==> src/rtl/mips_multicycle_ctrl.sv <==
// mips_multicycle_ctrl: multi-cycle MIPS control FSM sharing one ALU and one unified memory,
// with a req/ready handshake and a watchdog that aborts stalled memory accesses.
module mips_multicycle_ctrl #(
  parameter int WAIT_LIMIT = 255,
  parameter int CNT_W = 16
) (
  input  logic       clk,
  input  logic       reset,
  input  logic [5:0] opcode,
  input  logic [5:0] funct,
  input  logic       zero,
  input  logic       mem_ready,
  output logic       mem_req,
  output logic       mem_we,
  output logic       i_or_d,
  output logic       ir_write,
  output logic       pc_en,
  output logic [1:0] pc_src,
  output logic       alu_src_a,
  output logic [1:0] alu_src_b,
  output logic [3:0] alu_ctrl,
  output logic       reg_dst,
  output logic       mem_to_reg,
  output logic       reg_write,
  output logic [3:0] state_out,
  output logic       illegal,
  output logic       mem_timeout
);
  typedef enum logic [3:0] {
    FETCH = 4'd0, DECODE = 4'd1, MEMADR = 4'd2, MEMRD = 4'd3, MEMWB = 4'd4, MEMWR = 4'd5,
    EXEC = 4'd6, ALUWB = 4'd7, BRANCH = 4'd8, ADDIEX = 4'd9, ADDIWB = 4'd10, JUMP = 4'd11
  } state_t;
  localparam logic [5:0] OP_R = 6'h00, OP_J = 6'h02, OP_BEQ = 6'h04, OP_ADDI = 6'h08;
  localparam logic [5:0] OP_LW = 6'h23, OP_SW = 6'h2B;
  localparam logic [3:0] ALU_ADD = 4'b0010, ALU_SUB = 4'b0110, ALU_AND = 4'b0000;
  localparam logic [3:0] ALU_OR = 4'b0001, ALU_SLT = 4'b0111;
  state_t state, state_n;
  logic [CNT_W-1:0] cnt, cnt_inc;
  logic abort, wait_st, to_hit, ill_set;
  // abort marks the cycle after a timeout, where the request is withdrawn
  assign wait_st = (state == FETCH && !abort) || state == MEMRD || state == MEMWR;
  assign cnt_inc = cnt + CNT_W'(1);
  assign to_hit = wait_st && !mem_ready && cnt_inc == CNT_W'(WAIT_LIMIT);
  always_comb begin
    state_n = state;
    ill_set = 1'b0;
    {mem_req, mem_we, i_or_d, ir_write, pc_en, pc_src, alu_src_a, alu_src_b, alu_ctrl,
     reg_dst, mem_to_reg, reg_write} = 17'd0;
    case (state)
      FETCH: begin
        mem_req = !abort;
        alu_src_b = 2'b01;
        alu_ctrl = ALU_ADD;
        ir_write = mem_ready && !abort;
        pc_en = mem_ready && !abort;
        state_n = (mem_ready && !abort) ? DECODE : FETCH;
      end
      DECODE: begin
        alu_src_b = 2'b11;
        alu_ctrl = ALU_ADD;
        case (opcode)
          OP_LW, OP_SW: state_n = MEMADR;
          OP_R:         state_n = EXEC;
          OP_BEQ:       state_n = BRANCH;
          OP_ADDI:      state_n = ADDIEX;
          OP_J:         state_n = JUMP;
          default: begin
            ill_set = 1'b1;
            state_n = FETCH;
          end
        endcase
      end
      MEMADR: begin
        alu_src_a = 1'b1;
        alu_src_b = 2'b10;
        alu_ctrl = ALU_ADD;
        state_n = (opcode == OP_LW) ? MEMRD : MEMWR;
      end
      MEMRD: begin
        mem_req = 1'b1;
        i_or_d = 1'b1;
        state_n = mem_ready ? MEMWB : to_hit ? FETCH : MEMRD;
      end
      MEMWB: begin
        reg_write = 1'b1;
        mem_to_reg = 1'b1;
        state_n = FETCH;
      end
      MEMWR: begin
        mem_req = 1'b1;
        mem_we = 1'b1;
        i_or_d = 1'b1;
        state_n = (mem_ready || to_hit) ? FETCH : MEMWR;
      end
      EXEC: begin
        alu_src_a = 1'b1;
        state_n = ALUWB;
        case (funct)
          6'h20: alu_ctrl = ALU_ADD;
          6'h22: alu_ctrl = ALU_SUB;
          6'h24: alu_ctrl = ALU_AND;
          6'h25: alu_ctrl = ALU_OR;
          6'h2A: alu_ctrl = ALU_SLT;
          default: begin
            ill_set = 1'b1;
            state_n = FETCH;
          end
        endcase
      end
      ALUWB: begin
        reg_write = 1'b1;
        reg_dst = 1'b1;
        state_n = FETCH;
      end
      BRANCH: begin
        alu_src_a = 1'b1;
        alu_ctrl = ALU_SUB;
        pc_src = 2'b01;
        pc_en = zero;
        state_n = FETCH;
      end
      ADDIEX: begin
        alu_src_a = 1'b1;
        alu_src_b = 2'b10;
        alu_ctrl = ALU_ADD;
        state_n = ADDIWB;
      end
      ADDIWB: begin
        reg_write = 1'b1;
        state_n = FETCH;
      end
      JUMP: begin
        pc_src = 2'b10;
        pc_en = 1'b1;
        state_n = FETCH;
      end
      default: state_n = FETCH;
    endcase
    if (reset)
      {mem_req, mem_we, i_or_d, ir_write, pc_en, pc_src, alu_src_a, alu_src_b, alu_ctrl,
       reg_dst, mem_to_reg, reg_write} = 17'd0;
  end
  assign state_out = reset ? 4'd0 : state;
  always_ff @(posedge clk or posedge reset) begin
    if (reset) begin
      state <= FETCH;
      cnt <= '0;
      abort <= 1'b0;
      illegal <= 1'b0;
      mem_timeout <= 1'b0;
    end else begin
      state <= state_n;
      cnt <= (wait_st && !mem_ready && !to_hit) ? cnt_inc : '0;
      abort <= to_hit;
      illegal <= illegal | ill_set;
      mem_timeout <= mem_timeout | to_hit;
    end
  end
endmodule

==> config.mk <==
export PLATFORM = sky130hd
export DESIGN_NAME = mips_multicycle_ctrl
export DESIGN_NICKNAME = d
export VERILOG_FILES = /design/src/rtl/mips_multicycle_ctrl.sv
export SDC_FILE = /design/constraint.sdc
export NUM_CORES = 1
export LEC_CHECK = 0
export ABC_AREA = 1
export CAP_MARGIN = 40
export CORE_ASPECT_RATIO = 0.5
export CORE_MARGIN = 2
export CORE_UTILIZATION = 35
export CTS_CLUSTER_SIZE = 8
export DETAILED_ROUTE_END_ITERATION = 6
export SYNTH_ARGS = -nofsm -noshare
export SYNTH_HDL_FRONTEND = slang
export SYNTH_SLANG_ARGS = --single-unit
==> constraint.sdc <==
create_clock -name clk -period 2.3 [get_ports clk]
set_input_delay 0.46 -clock clk [delete_from_list [all_inputs] [get_ports clk]]
set_output_delay 0.46 -clock clk [all_outputs]
set_load 0.02 [all_outputs]
Word level (Yosys, flattened, before mapping):

Cells that the tools add are included.

* output and inout port bits: 23
* input bits: 16
* logic and storage cells: 89
* flip-flop bits (word level): 23

* bitwise logic cells: 2
* add/sub/neg operators: 1
* equal/unequal tests: 22
* reduce and logical (&&, ||, !) cells: 21
* multiplexer cells: 38

Operator list (number)
* $eq 6x6->1 const B: 7
* $pmux 4 s7: 1
* $pmux 4 s5: 1
* $mux 1: 19
* $add 16x1->16 const B: 1
* $eq 16x8->1 const B: 1
* $eq 4x3->1 const B: 4
* $eq 4x4->1 const B: 4
* $mux 16: 1
* $mux 3: 4
* $pmux 3 s4: 1
* $pmux 3 s3: 1
* $eq 4x2->1 const B: 2
* $mux 4: 2
* $reduce_or 4->1: 2
* $eq 6x2->1 const B: 1
* $eq 6x3->1 const B: 1
* $eq 6x4->1 const B: 1
* $logic_not 6->1: 1
* $mux 2: 3
* $pmux 2 s3: 1
* $reduce_or 2->1: 3
* $reduce_or 6->1: 1
* $logic_and 1x1->1: 5
* other kinds (10): 16

Longest topological paths before layout:

* depth after elaboration: 9
* depth in mapped cells: 13

Worst setup path before layout:

Ideal clock, no wire load.

* path type: input -> output
* from: input port reset
* to: output port pc_en
* arrival time: 1.655 ns
* setup slack: 0.185 ns
* data required time: 1.840 ns
* buffers on the path: 0
* stages: 5
* cells stage by stage: nor2_1 > nand2_1 > nor2_1 > a21oi_1 > o21ai_0

* longest elaborated chain between the ends: 1

Ends and longest elaborated chain
* start, declared: RTL line 8 `input logic reset,`
* $mux 1: RTL line 139 `if (reset)`
* end, declared: RTL line 17 `output logic pc_en,`

Every way passes these cells.

Worst setup path in the final report:

* from: input port reset
* to: output port state_out[2]

* longest elaborated chain between the ends: 1

Ends and longest elaborated chain
* $mux 4: RTL line 143 `assign state_out = reset ? 4'd0 : state;`
* end, declared: RTL line 25 `output logic [3:0] state_out,`

Every way passes these cells.

==> results.py <==
metrics = {
    "run_status": {
        "run_status": "completed",
    },
    "floorplanning": {
        "std_cell_rows": 18,
        "die-width_um": 104,
        "initial_core_util": 0.359,
        "coreArea_um2": 4890,
        "die_y_um": 54.1,
        "i_o_pins": 39,
        "floorplan.die_area_um2": 5630,
    },
    "logic_synthesis": {
        "seq_area_frac_synth": 0.328,
        "synth_seq_cells": 23,
        "synthesis.instances": 268,
        "synth.lib_cells_used.distinct": 28,
        "synth.net_count": 286,
        "post_synth.cell_area_avg_um2": 6.55,
        "netlist_area_um2": 1760,
        "synth.yosys.warnings": 0,
    },
    "setup_path": {
        "crit_slowest_cell": "clkdlybuf4s50_1",
        "r2r-start": "cnt[1]",
        "r2r_cells": 10,
        "critPathArrivalTime_ns": 1.77,
        "r2r_slack_ns": 0.31,
        "gate_family_responsible_for_the_most_delay_along_the_worst_path": "buffers and inverters",
        "r2r_end": "state[1]",
        "end_kind": "primary output",
        "crit_buf_inv": 3,
        "critical_path_required_ns": 1.84,
        "critical_path.max_fanout": 12,
        "critical_path.cell_chain": "clkdlybuf4s50_1 -> buf_4 -> nor2_1 -> clkdlybuf4s50_1",
        "cp-start-kind": "input pin",
        "worstSetupPathType": "in2out",
        "cp_slowest_stage_delay_ns": 0.61,
        "worst_path_most_repeated_cell": "clkdlybuf4s50_1",
    },
    "power_and_ir_drop": {
        "power-per-cell-area_nw_per_um2": 456,
        "ir_worst_vdd_mv": 0.221,
        "design_power_total_mw": 1.07,
        "leakagePower_nw": 1.19,
    },
    "grt": {
        "number_of_antenna_violations_at_the_first_check_in_global_routing": 0,
        "grt_max_degree": 23,
        "globalRoute.totalOverflow": 0,
        "first_global_vias": 1695,
        "grt_use_total": 0.160,
        "grt_pass1_wl_mm": 7.30,
    },
    "timing": {
        "fmax_ghz": 0.448,
        "finalCritPeriodShare": 0.970,
        "setup_total_negative_slack_ns": 0,
        "worst_clock_skew_ns": 0.00698,
        "finalHoldViolCount": 0,
        "slew_viol_final": 0,
        "fin_hold_ws_ns": 0.470,
        "rsz0062_at_grt": "no",
        "timing.final.setup_violations": 0,
        "min_period_ns": 2.23,
    },
    "layout": {
        "post_route_cells_drive_above_1_share": 0.193,
        "layout.area.seq_um2": 577,
        "finish.net_count": 345,
        "synthToLayoutAreaGrowth_pct": 34.0,
        "multi_input_comb_area_um2": 998,
        "layout.filler_cells": 498,
        "antenna_cells": 0,
    },
    "placed_design": {
        "globalplace.congestion": 0.778,
        "io_buffer_count": 37,
        "post-dp-hpwl_mm": 3.49,
    },
    "clocking": {
        "tritoncts": "built",
        "count_of_clock_tree_sinks": 23,
        "clk-insertion-delay-late_ns": 0.27,
        "htree_num_levels": 1,
        "holdBufCountCts": 0,
        "cts-root-to-sink-buffers": 2,
        "tritoncts.num_buffers": 3,
        "cts.clk_slew.worst_paths_ns": 0.08,
        "root_buffer": "clkbuf_8",
    },
    "route": {
        "drcViolationCount": 0,
        "dr.pass1.iters": 5,
        "drt.antenna.violating_nets": 0,
        "vias_after_detailed_routing": 1848,
        "detail_route.iter0.violations": 54,
        "wl_per_cell_um": 10.9,
        "detail_route.vias_per_cell": 4.67,
        "drt_wl_total_mm": 4.32,
    },
    "hold_path": {
        "holdPathEnd": "mem_timeout",
        "holdCritPathClass": "reg2reg",
        "hold_start": "mem_timeout",
        "whs_path_depth": 2,
    },
    "job": {
        "timing.max_cap.violations": 0,
    },
}
-- cells in the final DEF, fill, tap and decap left out, types with 2 or more instances in the layout --
cell type,Yosys,routed
a21oi_1,13,13
nor2_1,32,30
nor4_1,3,2
nand2_1,74,73
nand4_1,9,9
clkbuf_2,0,7
inv_1,45,45
nand2_2,2,3
buf_4,1,21
nor2_2,16,17
dfrtp_1,23,22
dlygate4sd2_1,0,8
ha_1,2,2
o21ai_0,4,3
nand3_1,20,20
a31oi_1,2,2
clkbuf_8,0,3
nor2_4,4,5
o22ai_1,3,3
nor3_1,2,2
nand3_2,3,3
clkdlybuf4s50_1,0,19
-- power by group --
part	switching (mW)	total, mW	internal, mW	leakage (nW)
logic	0.220	0.375	0.155	0.857
clock network	0.133	0.257	0.124	0.0228
registers	0.0198	0.441	0.421	0.306
total	0.373	1.07	0.700	1.19
-- synthesized netlist by cell type (all sizes together) --
master  number  share of area
nand4        9          0.032
a21oi       13          0.037
clkbuf       1         0.0021
nor4         3          0.011
xor2         1         0.0050
ha           2          0.014
o221ai       1         0.0050
buf          2          0.016
nand3b       1         0.0043
nor2        52           0.15
o21bai       1         0.0043
o22ai        3          0.011
o21ai        5          0.016
nor3         2         0.0057
nand3       23          0.074
a31oi        2         0.0071
nand2       77           0.17
dfrtp       23           0.33
inv         45          0.096
o2111a       1         0.0064
conb         1         0.0021
-- area by class of cell --
type                    count  area share
flip-flops and latches     23       0.245
inverters                  45      0.0718
multi-input cells         197       0.424
well taps                  70      0.0372
repair buffers             57       0.202
clock buffers               4      0.0191
-- metal layers --
layer	vias up	routed length (um)	track usage
met3	2	135	0.0266
met4	0	8	0.0135
li1	965	-	-
met2	41	2170	0.318
met5	-	0	0
met1	840	2010	0.196
-- sequential cells by signal, summed over array words and instances (netlist names) --
name,flops
illegal,1
state,4
cnt,16
mem_timeout,1
abort,1
-- worst min-delay path, stage by stage, from the launching register on --
cell	delay [ns]
dfrtp_1	0.35
inv_1	0.04
nand2_1	0.05
-- per-stage QoR --
stage	std cells	worst slack, ns	util	instance area [um2]
after global routing	396	0.00241	0.481	2350
after global placement	392	-0.289	0.477	2330
after detailed placement	392	-0.334	0.477	2330
after floorplan	268	0.185	-	1760
final	396	0.0688	0.481	2350
after CTS	396	0.0239	0.483	2360
-- worst max-delay path by stage --
stage	slack, ns	cells past startpoint	startpoint	end
floorplan	0.18	5	reset	pc_en
global placement	-0.29	8	funct[5]	alu_ctrl[1]
detailed placement	-0.33	8	funct[5]	alu_ctrl[1]
CTS	0.02	7	reset	pc_en
global route	0.002	4	reset	state_out[2]
finish	0.07	4	reset	state_out[2]
-- logic make-up after synthesis --
kind of cell               synth area share
xor gates and xnor gates            0.00499
buffers and inverters                 0.114
adders and majority gates            0.0143
and+or+nand+nor                       0.450
other                               0.00214
DFF                                   0.328
AOI/OAI and AO/OA                    0.0870
-- what timing repair did --
item,4_1_cts,5_1_grt
endpoints found under the hold margin,0,0
setup buffers,0,0
gates resized for setup,21,24
setup endpoints to repair,17,10
pin swaps,0,2
No activity file was read; power rests on OpenSTA's default activity.
